### src/rtl/alu_control_sequencer_pkg.sv
// alu_ctrl_pkg: shared ALU op codes, ALUOp classes, R-type functions, FSM states and decode table
package alu_ctrl_pkg;
  localparam logic [3:0] OP_AND     = 4'b0000;
  localparam logic [3:0] OP_OR      = 4'b0001;
  localparam logic [3:0] OP_NOR     = 4'b0010;
  localparam logic [3:0] OP_ADD     = 4'b0011;
  localparam logic [3:0] OP_SUB     = 4'b0100;
  localparam logic [3:0] OP_LUI     = 4'b0101;
  localparam logic [3:0] OP_SLL     = 4'b0110;
  localparam logic [3:0] OP_SRL     = 4'b0111;
  localparam logic [3:0] OP_INVALID = 4'b1001;
  localparam logic [3:0] OP_MULT    = 4'b1010;
  localparam logic [3:0] OP_MULTU   = 4'b1011;
  localparam logic [3:0] OP_DIV     = 4'b1100;
  localparam logic [3:0] OP_DIVU    = 4'b1101;
  localparam logic [3:0] OP_MFHI    = 4'b1110;
  localparam logic [3:0] OP_MFLO    = 4'b1111;
  localparam logic [2:0] ALUOP_LUI  = 3'b000;
  localparam logic [2:0] ALUOP_BCH  = 3'b001;
  localparam logic [2:0] ALUOP_LW   = 3'b010;
  localparam logic [2:0] ALUOP_SW   = 3'b011;
  localparam logic [2:0] ALUOP_ADDI = 3'b100;
  localparam logic [2:0] ALUOP_ORI  = 3'b101;
  localparam logic [2:0] ALUOP_ANDI = 3'b110;
  localparam logic [2:0] ALUOP_R    = 3'b111;
  localparam logic [5:0] FN_AND   = 6'b100100;
  localparam logic [5:0] FN_OR    = 6'b100101;
  localparam logic [5:0] FN_NOR   = 6'b100111;
  localparam logic [5:0] FN_ADD   = 6'b100000;
  localparam logic [5:0] FN_SUB   = 6'b100010;
  localparam logic [5:0] FN_SLL   = 6'b000000;
  localparam logic [5:0] FN_SRL   = 6'b000010;
  localparam logic [5:0] FN_MULT  = 6'b011000;
  localparam logic [5:0] FN_MULTU = 6'b011001;
  localparam logic [5:0] FN_DIV   = 6'b011010;
  localparam logic [5:0] FN_DIVU  = 6'b011011;
  localparam logic [5:0] FN_MFHI  = 6'b010000;
  localparam logic [5:0] FN_MFLO  = 6'b010010;
  localparam logic [1:0] ST_IDLE    = 2'd0;
  localparam logic [1:0] ST_MD_RUN  = 2'd1;
  localparam logic [1:0] ST_MD_DONE = 2'd2;
  function automatic logic [3:0] decode_op(input logic [2:0] op, input logic [5:0] fn);
    logic [3:0] r;
    case (fn)
      FN_AND:   r = OP_AND;
      FN_OR:    r = OP_OR;
      FN_NOR:   r = OP_NOR;
      FN_ADD:   r = OP_ADD;
      FN_SUB:   r = OP_SUB;
      FN_SLL:   r = OP_SLL;
      FN_SRL:   r = OP_SRL;
      FN_MULT:  r = OP_MULT;
      FN_MULTU: r = OP_MULTU;
      FN_DIV:   r = OP_DIV;
      FN_DIVU:  r = OP_DIVU;
      FN_MFHI:  r = OP_MFHI;
      FN_MFLO:  r = OP_MFLO;
      default:  r = OP_INVALID;
    endcase
    case (op)
      ALUOP_R:    decode_op = r;
      ALUOP_LUI:  decode_op = OP_LUI;
      ALUOP_BCH:  decode_op = OP_SUB;
      ALUOP_LW:   decode_op = OP_ADD;
      ALUOP_SW:   decode_op = OP_ADD;
      ALUOP_ADDI: decode_op = OP_ADD;
      ALUOP_ORI:  decode_op = OP_OR;
      default:    decode_op = OP_AND;
    endcase
  endfunction
endpackage

### src/rtl/alu_control_sequencer_if.sv
// alu_control_sequencer_if: issue-side and mult/div control bundle of the ALU control sequencer
interface alu_control_sequencer_if #(
  parameter int ALUOP_WIDTH = 3,
  parameter int FUNCT_WIDTH = 6,
  parameter int OPER_WIDTH  = 4
);
  logic                   flush;
  logic                   issue_valid;
  logic                   issue_ready;
  logic [ALUOP_WIDTH-1:0] alu_op;
  logic [FUNCT_WIDTH-1:0] alu_function;
  logic [OPER_WIDTH-1:0]  alu_operation;
  logic                   op_valid;
  logic                   illegal_op;
  logic                   md_start;
  logic                   md_step;
  logic                   hilo_write;
  logic                   stall;
  modport master (
    output flush, issue_valid, alu_op, alu_function,
    input  issue_ready, alu_operation, op_valid, illegal_op, md_start, md_step, hilo_write, stall
  );
  modport slave (
    input  flush, issue_valid, alu_op, alu_function,
    output issue_ready, alu_operation, op_valid, illegal_op, md_start, md_step, hilo_write, stall
  );
endinterface

### src/rtl/alu_control_sequencer_decoder.sv
// alu_op_decoder: combinational {ALUOp, function} to ALU operation code table
module alu_op_decoder
  import alu_ctrl_pkg::*;
#(
  parameter int ALUOP_WIDTH = 3,
  parameter int FUNCT_WIDTH = 6,
  parameter int OPER_WIDTH  = 4
) (
  input  logic [ALUOP_WIDTH-1:0] alu_op_i,
  input  logic [FUNCT_WIDTH-1:0] alu_function_i,
  output logic [OPER_WIDTH-1:0]  alu_operation_o
);
  logic op_ok, fn_ok;
  assign op_ok = (alu_op_i >> 3) == '0;
  assign fn_ok = ((alu_function_i >> 6) == '0) || (alu_op_i[2:0] != ALUOP_R);
  assign alu_operation_o = OPER_WIDTH'(op_ok && fn_ok ? decode_op(alu_op_i[2:0], alu_function_i[5:0]) : OP_INVALID);
endmodule

### src/rtl/alu_control_sequencer.sv
// alu_control_sequencer: registered ALU op decode plus multi-cycle mult/div sequencer
module alu_control_sequencer
  import alu_ctrl_pkg::*;
#(
  parameter int ALUOP_WIDTH = 3,
  parameter int FUNCT_WIDTH = 6,
  parameter int OPER_WIDTH  = 4,
  parameter int MD_CYCLES   = 32
) (
  input logic                 clk,
  input logic                 reset,
  alu_control_sequencer_if.slave bus
);
  localparam int CNT_WIDTH = $clog2(MD_CYCLES + 1);
  logic [1:0]            state_q, state_d;
  logic [CNT_WIDTH-1:0]  cnt_q, cnt_d;
  logic [OPER_WIDTH-1:0] oper_q, dec;
  logic                  op_valid_q, illegal_q, md_start_q;
  logic                  accept, is_md;
  alu_op_decoder #(
    .ALUOP_WIDTH(ALUOP_WIDTH),
    .FUNCT_WIDTH(FUNCT_WIDTH),
    .OPER_WIDTH (OPER_WIDTH)
  ) u_dec (
    .alu_op_i       (bus.alu_op),
    .alu_function_i (bus.alu_function),
    .alu_operation_o(dec)
  );
  assign accept = bus.issue_valid && state_q == ST_IDLE && !bus.flush;
  assign is_md  = dec >= OPER_WIDTH'(OP_MULT) && dec <= OPER_WIDTH'(OP_DIVU);
  assign bus.issue_ready   = state_q == ST_IDLE;
  assign bus.stall         = state_q != ST_IDLE;
  assign bus.md_step       = state_q == ST_MD_RUN;
  assign bus.hilo_write    = state_q == ST_MD_DONE;
  assign bus.alu_operation = oper_q;
  assign bus.op_valid      = op_valid_q;
  assign bus.illegal_op    = illegal_q;
  assign bus.md_start      = md_start_q;
  // next state: launch on mult/div accept, count down iterations, flush aborts to IDLE
  always_comb begin
    state_d = state_q;
    cnt_d   = cnt_q;
    if (state_q == ST_IDLE) begin
      if (accept && is_md) begin
        state_d = ST_MD_RUN;
        cnt_d   = CNT_WIDTH'(MD_CYCLES - 1);
      end
    end else if (bus.flush) begin
      state_d = ST_IDLE;
      cnt_d   = '0;
    end else if (state_q == ST_MD_RUN) begin
      state_d = cnt_q == '0 ? ST_MD_DONE : ST_MD_RUN;
      cnt_d   = cnt_q == '0 ? cnt_q : cnt_q - CNT_WIDTH'(1);
    end else begin
      state_d = ST_IDLE;
    end
  end
  // state, counter and registered decode outputs
  always_ff @(posedge clk or posedge reset) begin
    if (reset) begin
      state_q    <= ST_IDLE;
      cnt_q      <= '0;
      oper_q     <= OPER_WIDTH'(OP_INVALID);
      op_valid_q <= 1'b0;
      illegal_q  <= 1'b0;
      md_start_q <= 1'b0;
    end else begin
      state_q    <= state_d;
      cnt_q      <= cnt_d;
      oper_q     <= accept ? dec : oper_q;
      op_valid_q <= accept;
      illegal_q  <= accept && dec == OPER_WIDTH'(OP_INVALID);
      md_start_q <= accept && is_md;
    end
  end
endmodule
### src/flat_wrapper.sv
// flat-port wrapper written by rule: the top's interface ports become plain ports
module alu_control_sequencer_flat import alu_ctrl_pkg::*;
#(
  parameter int ALUOP_WIDTH = 3,
  parameter int FUNCT_WIDTH = 6,
  parameter int OPER_WIDTH  = 4,
  parameter int MD_CYCLES   = 32
)
  (clk, reset, bus_flush, bus_issue_valid, bus_alu_op, bus_alu_function, bus_issue_ready, bus_alu_operation, bus_op_valid, bus_illegal_op, bus_md_start, bus_md_step, bus_hilo_write, bus_stall);
  alu_control_sequencer_if #(.ALUOP_WIDTH(ALUOP_WIDTH), .FUNCT_WIDTH(FUNCT_WIDTH), .OPER_WIDTH(OPER_WIDTH)) bus_i ();
  input logic clk;
  input logic reset;
  input wire logic [$bits(bus_i.flush)-1:0] bus_flush;
  input wire logic [$bits(bus_i.issue_valid)-1:0] bus_issue_valid;
  input wire logic [$bits(bus_i.alu_op)-1:0] bus_alu_op;
  input wire logic [$bits(bus_i.alu_function)-1:0] bus_alu_function;
  output wire logic [$bits(bus_i.issue_ready)-1:0] bus_issue_ready;
  output wire logic [$bits(bus_i.alu_operation)-1:0] bus_alu_operation;
  output wire logic [$bits(bus_i.op_valid)-1:0] bus_op_valid;
  output wire logic [$bits(bus_i.illegal_op)-1:0] bus_illegal_op;
  output wire logic [$bits(bus_i.md_start)-1:0] bus_md_start;
  output wire logic [$bits(bus_i.md_step)-1:0] bus_md_step;
  output wire logic [$bits(bus_i.hilo_write)-1:0] bus_hilo_write;
  output wire logic [$bits(bus_i.stall)-1:0] bus_stall;
  assign bus_i.flush = bus_flush;
  assign bus_i.issue_valid = bus_issue_valid;
  assign bus_i.alu_op = bus_alu_op;
  assign bus_i.alu_function = bus_alu_function;
  assign bus_issue_ready = bus_i.issue_ready;
  assign bus_alu_operation = bus_i.alu_operation;
  assign bus_op_valid = bus_i.op_valid;
  assign bus_illegal_op = bus_i.illegal_op;
  assign bus_md_start = bus_i.md_start;
  assign bus_md_step = bus_i.md_step;
  assign bus_hilo_write = bus_i.hilo_write;
  assign bus_stall = bus_i.stall;
  alu_control_sequencer #(.ALUOP_WIDTH(ALUOP_WIDTH), .FUNCT_WIDTH(FUNCT_WIDTH), .OPER_WIDTH(OPER_WIDTH), .MD_CYCLES(MD_CYCLES)) u_core (.clk(clk), .reset(reset), .bus(bus_i));
endmodule
### config.mk
export PLATFORM = sky130hd
export DESIGN_NAME = alu_control_sequencer_flat
export DESIGN_NICKNAME = d
export VERILOG_FILES = /design/src/rtl/alu_control_sequencer_pkg.sv /design/src/rtl/alu_control_sequencer_if.sv /design/src/rtl/alu_control_sequencer_decoder.sv /design/src/rtl/alu_control_sequencer.sv /design/src/flat_wrapper.sv
export SDC_FILE = /design/constraint.sdc
export NUM_CORES = 1
export LEC_CHECK = 0
export ABC_AREA = 1
export ABC_CLOCK_PERIOD_IN_PS = 1860
export CORE_UTILIZATION = 30
export DETAILED_ROUTE_END_ITERATION = 10
export PLACE_DENSITY = 0.61
export SYNTH_ARGS = -nofsm -noshare
export SYNTH_HDL_FRONTEND = slang
export SYNTH_SLANG_ARGS = --single-unit
export TNS_END_PERCENT = 100
### constraint.sdc
create_clock -name clk -period 1.86 [get_ports clk]
set_input_delay 0.372 -clock clk [delete_from_list [all_inputs] [get_ports clk]]
set_output_delay 0.372 -clock clk [all_outputs]
set_load 0.05 [all_outputs]
==> results by group <==
Synth
  – Syn_area_per_cell: 7.524 um2
  – EDFF count, synth: 0
  – Register area share after synthesis: 0.3416
  – Post-synth design cell area: 0.001106 mm2
  – Async S/R FF share, synth: 1.000
  – Synth Instances: 147
  – Top FF cell, synth: dfrtp_1
  – Ys Warns: 0
  – Post-synthesis net count: 166
  – Yosys reg bits: 15
  – Unique masters post-synth: 26

Power
  – Combinational share of power: 0.548
  – Net Switching: 0.7838 mW
  – Cell Int Power: 0.9326 mW
  – Clk pwr share: 0.152
  – Sw Share: 0.4567
  – Leak Pwr: 0.8266 nW
  – Max rail drop VDD: 477.3 uV
  – Flop pwr share: 0.300
  – Pwr per Cell Area: 1093 mW/mm2

Layout
  – Layout net count: 209
  – # diodes: 0
  – Most common cell after layout, fill and taps aside: nand2_1
  – Most frequent cells in the layout: nand2_1 (38), buf_4 (23), inv_1 (19)
  – Area growth syn-to-layout: 41.97%
  – Layout cell share with drive strength beyond 1: 0.2804
  – Final core utilization: 0.4562
  – Final Instance Area: 0.001570 mm2
  – Non-Filler Instances: 235

Placed design
  – Port-buffer cells: 23
  – Pre-CTS worst setup slack: -0.3619 ns
  – Post-DP HPWL: 1.989 mm
  – Placed cells: 229
  – Placed inst area: 0.001490 mm2
  – Routability Congestion: 0.7719

Floorplanning
  – Core ar.: 0.003442 mm2
  – Die Wd: 62.72 um
  – Die Ht: 62.72 um
  – Die area: 0.003934 mm2
  – IO Pins: 24
  – # rows: 21
  – Initial Util: 0.3213

Timing
  – Setup ws final: 0.1111 ns
  – Count of final setup violators: 0
  – Clk_skew: 0.002040 ns
  – RSZ-0062 raised after global routing: no
  – Fin crit share: 0.9403
  – FMAX: 571.8 MHz
  – Hold WS: 0.4703 ns
  – Max Slew Vio Count: 0
  – Slew @ Worst Pin: 0.5637 ns
  – Max-slew headroom: 0.6238
  – Min cycle time layout: 1.749 ns
  – Final hold vios: 0

Global route
  – Global Route Usage Sum: 0.1381
  – Gr ovfl total: 0
  – Initial antenna violation count: 0
  – Largest net degree at the start of global routing: 16
  – Vias in the first global route: 1046
  – First-pass GRT wire length: 4.347 mm

Clock tree
  – Max Root-Sink Buffers: 2
  – CTS tree: built
  – CTS Hold Buffers Added: 0
  – Clock sink total: 15
  – Clock Tree Root: clkbuf_8
  – Worst skew pair latency: 0.25 ns
  – Clock slew at reported path FFs: 0.06 ns
  – H-Tree Depth: 1
  – CTS buffer count: 3

Route
  – Drt drc: 0
  – Routed WL per cell: 10.33 um
  – Via count: 1101
  – Detailed Routing Iterations Pass 1: 4
  – Post-DRT Antenna Nets: 0
  – Via-per-instance ratio: 4.685
  – Drt total wl: 2.428 mm
  – Detailed router's first-iteration violation count: 33

Critical path
  – Element type at the critical path end: output pin
  – Worst EP required: 1.49 ns
  – Critical Path Start Type: flip-flop
  – Worst EP arrival: 1.38 ns
  – Worst-path maximum fanout: 7
  – WS Path Type: reg -> out

Outcome
  – Status: finished, final reports clean

Worst hold path
  – Min-delay worst type: in -> async

Run
  – Max cap viols: 0
[state kept, by name (all words and copies together) (netlist names)]
| register | count |
|---|---|
| u_core.cnt_q | 6 |
| u_core.bus.alu_operation | 4 |
| u_core.state_q | 2 |
| u_core.bus.illegal_op | 1 |
| u_core.bus.md_start | 1 |
| u_core.bus.op_valid | 1 |
[per-layer routing]
metal,up-vias,GRT usage,part of all wire
met2,30,0.2337,0.49
li1,553,-,-
met1,513,0.1751,0.45
met4,0,0.05233,0.014
met3,5,0.02190,0.044
met5,-,0,0
[synthesized netlist by cell type (2+ instances only)]
| cell type | n | area [um2] |
|---|---|---|
| nand2_1 | 39 | 146.4 |
| xor2_1 | 2 | 17.52 |
| nand2_4 | 2 | 22.52 |
| a21oi_1 | 3 | 15.01 |
| nand3_4 | 2 | 35.03 |
| nor3_1 | 2 | 10.01 |
| nand4_1 | 2 | 12.51 |
| nor2_4 | 3 | 33.78 |
| dfrtp_1 | 13 | 325.3 |
| nand3_1 | 12 | 60.06 |
| o21ai_0 | 10 | 50.05 |
| inv_1 | 21 | 78.83 |
| nor2_1 | 12 | 45.04 |
| ha_1 | 6 | 75.07 |
| inv_2 | 2 | 7.510 |
| nand2_2 | 5 | 31.28 |
| dfstp_2 | 2 | 52.55 |
[power by group through the flow]
stage	combinational, mW	sequential, mW	clock, mW
4_1_cts	0.945	0.516	0.267
2_1_floorplan	0.557	0.587	0
5_1_grt	1.06	0.531	0.282
3_5_place_dp	0.947	0.516	0
3_3_place_gp	0.929	0.519	0
6_report	0.940	0.515	0.262
[critical path: stages, from the launching register on]
cell     delay [ns]
dfrtp_1        0.43
nor2_4         0.28
inv_1          0.19
buf_4          0.23
[cell type report]
type	instances	area (um2)
fill	354	1872
multi-input combinational	108	648.1
sequential	15	377.9
timing repair buffer	39	355.3
inverter	23	86.33
tap	46	57.56
clock buffer	4	45.04
[stage by stage]
step                power (mW)  setup TNS (ns)
floorplan                1.143               0
global placement         1.449          -2.714
detailed placement       1.463          -3.289
CTS                      1.728               0
global route             1.872               0
finish                   1.716               0
[what timing repair did]
| item | 4_1_cts | 5_1_grt |
|---|---|---|
| pin swaps | 0 | 1 |
| cloned | 0 | 0 |
| resized for setup | 5 | 10 |
| buffers inserted | 0 | 2 |
| endpoints found under the setup margin | 8 | 6 |
[worst paths after layout]
kind,startpoint,to,slack (ns),cells after the start
max in group asynchronous,reset,u_core.bus.alu_operation[3]$_DFFE_PP1P_,1.01,2
worst max register to register,u_core.state_q[1]$_DFFE_PP0P_,u_core.cnt_q[5]$_DFFE_PP0P_,0.38,8
worst min-delay path,reset,u_core.cnt_q[0]$_DFFE_PP0P_,0.47,2
worst max-delay path,u_core.state_q[1]$_DFFE_PP0P_,bus_stall,0.11,3
min in group clk,u_core.bus.alu_operation[0]$_DFFE_PP1P_,u_core.bus.alu_operation[0]$_DFFE_PP1P_,0.47,2
worst min register to register,u_core.bus.alu_operation[0]$_DFFE_PP1P_,u_core.bus.alu_operation[0]$_DFFE_PP1P_,0.47,2
[kinds of logic (layout without fill, tap and decap cells)]
kind of cell             after synthesis  after routing  synth area share
XOR/XNOR                               3              3           0.02376
AND/OR/NAND/NOR                       82             82            0.3914
buffers and inverters                 24             66           0.08824
adder cells (fa/ha/maj)                6              6           0.06787
AO/OA/AOI/OAI                         17             17           0.08711
flip-flops                            15             15            0.3416
No activity file was read; power rests on OpenSTA's default activity.
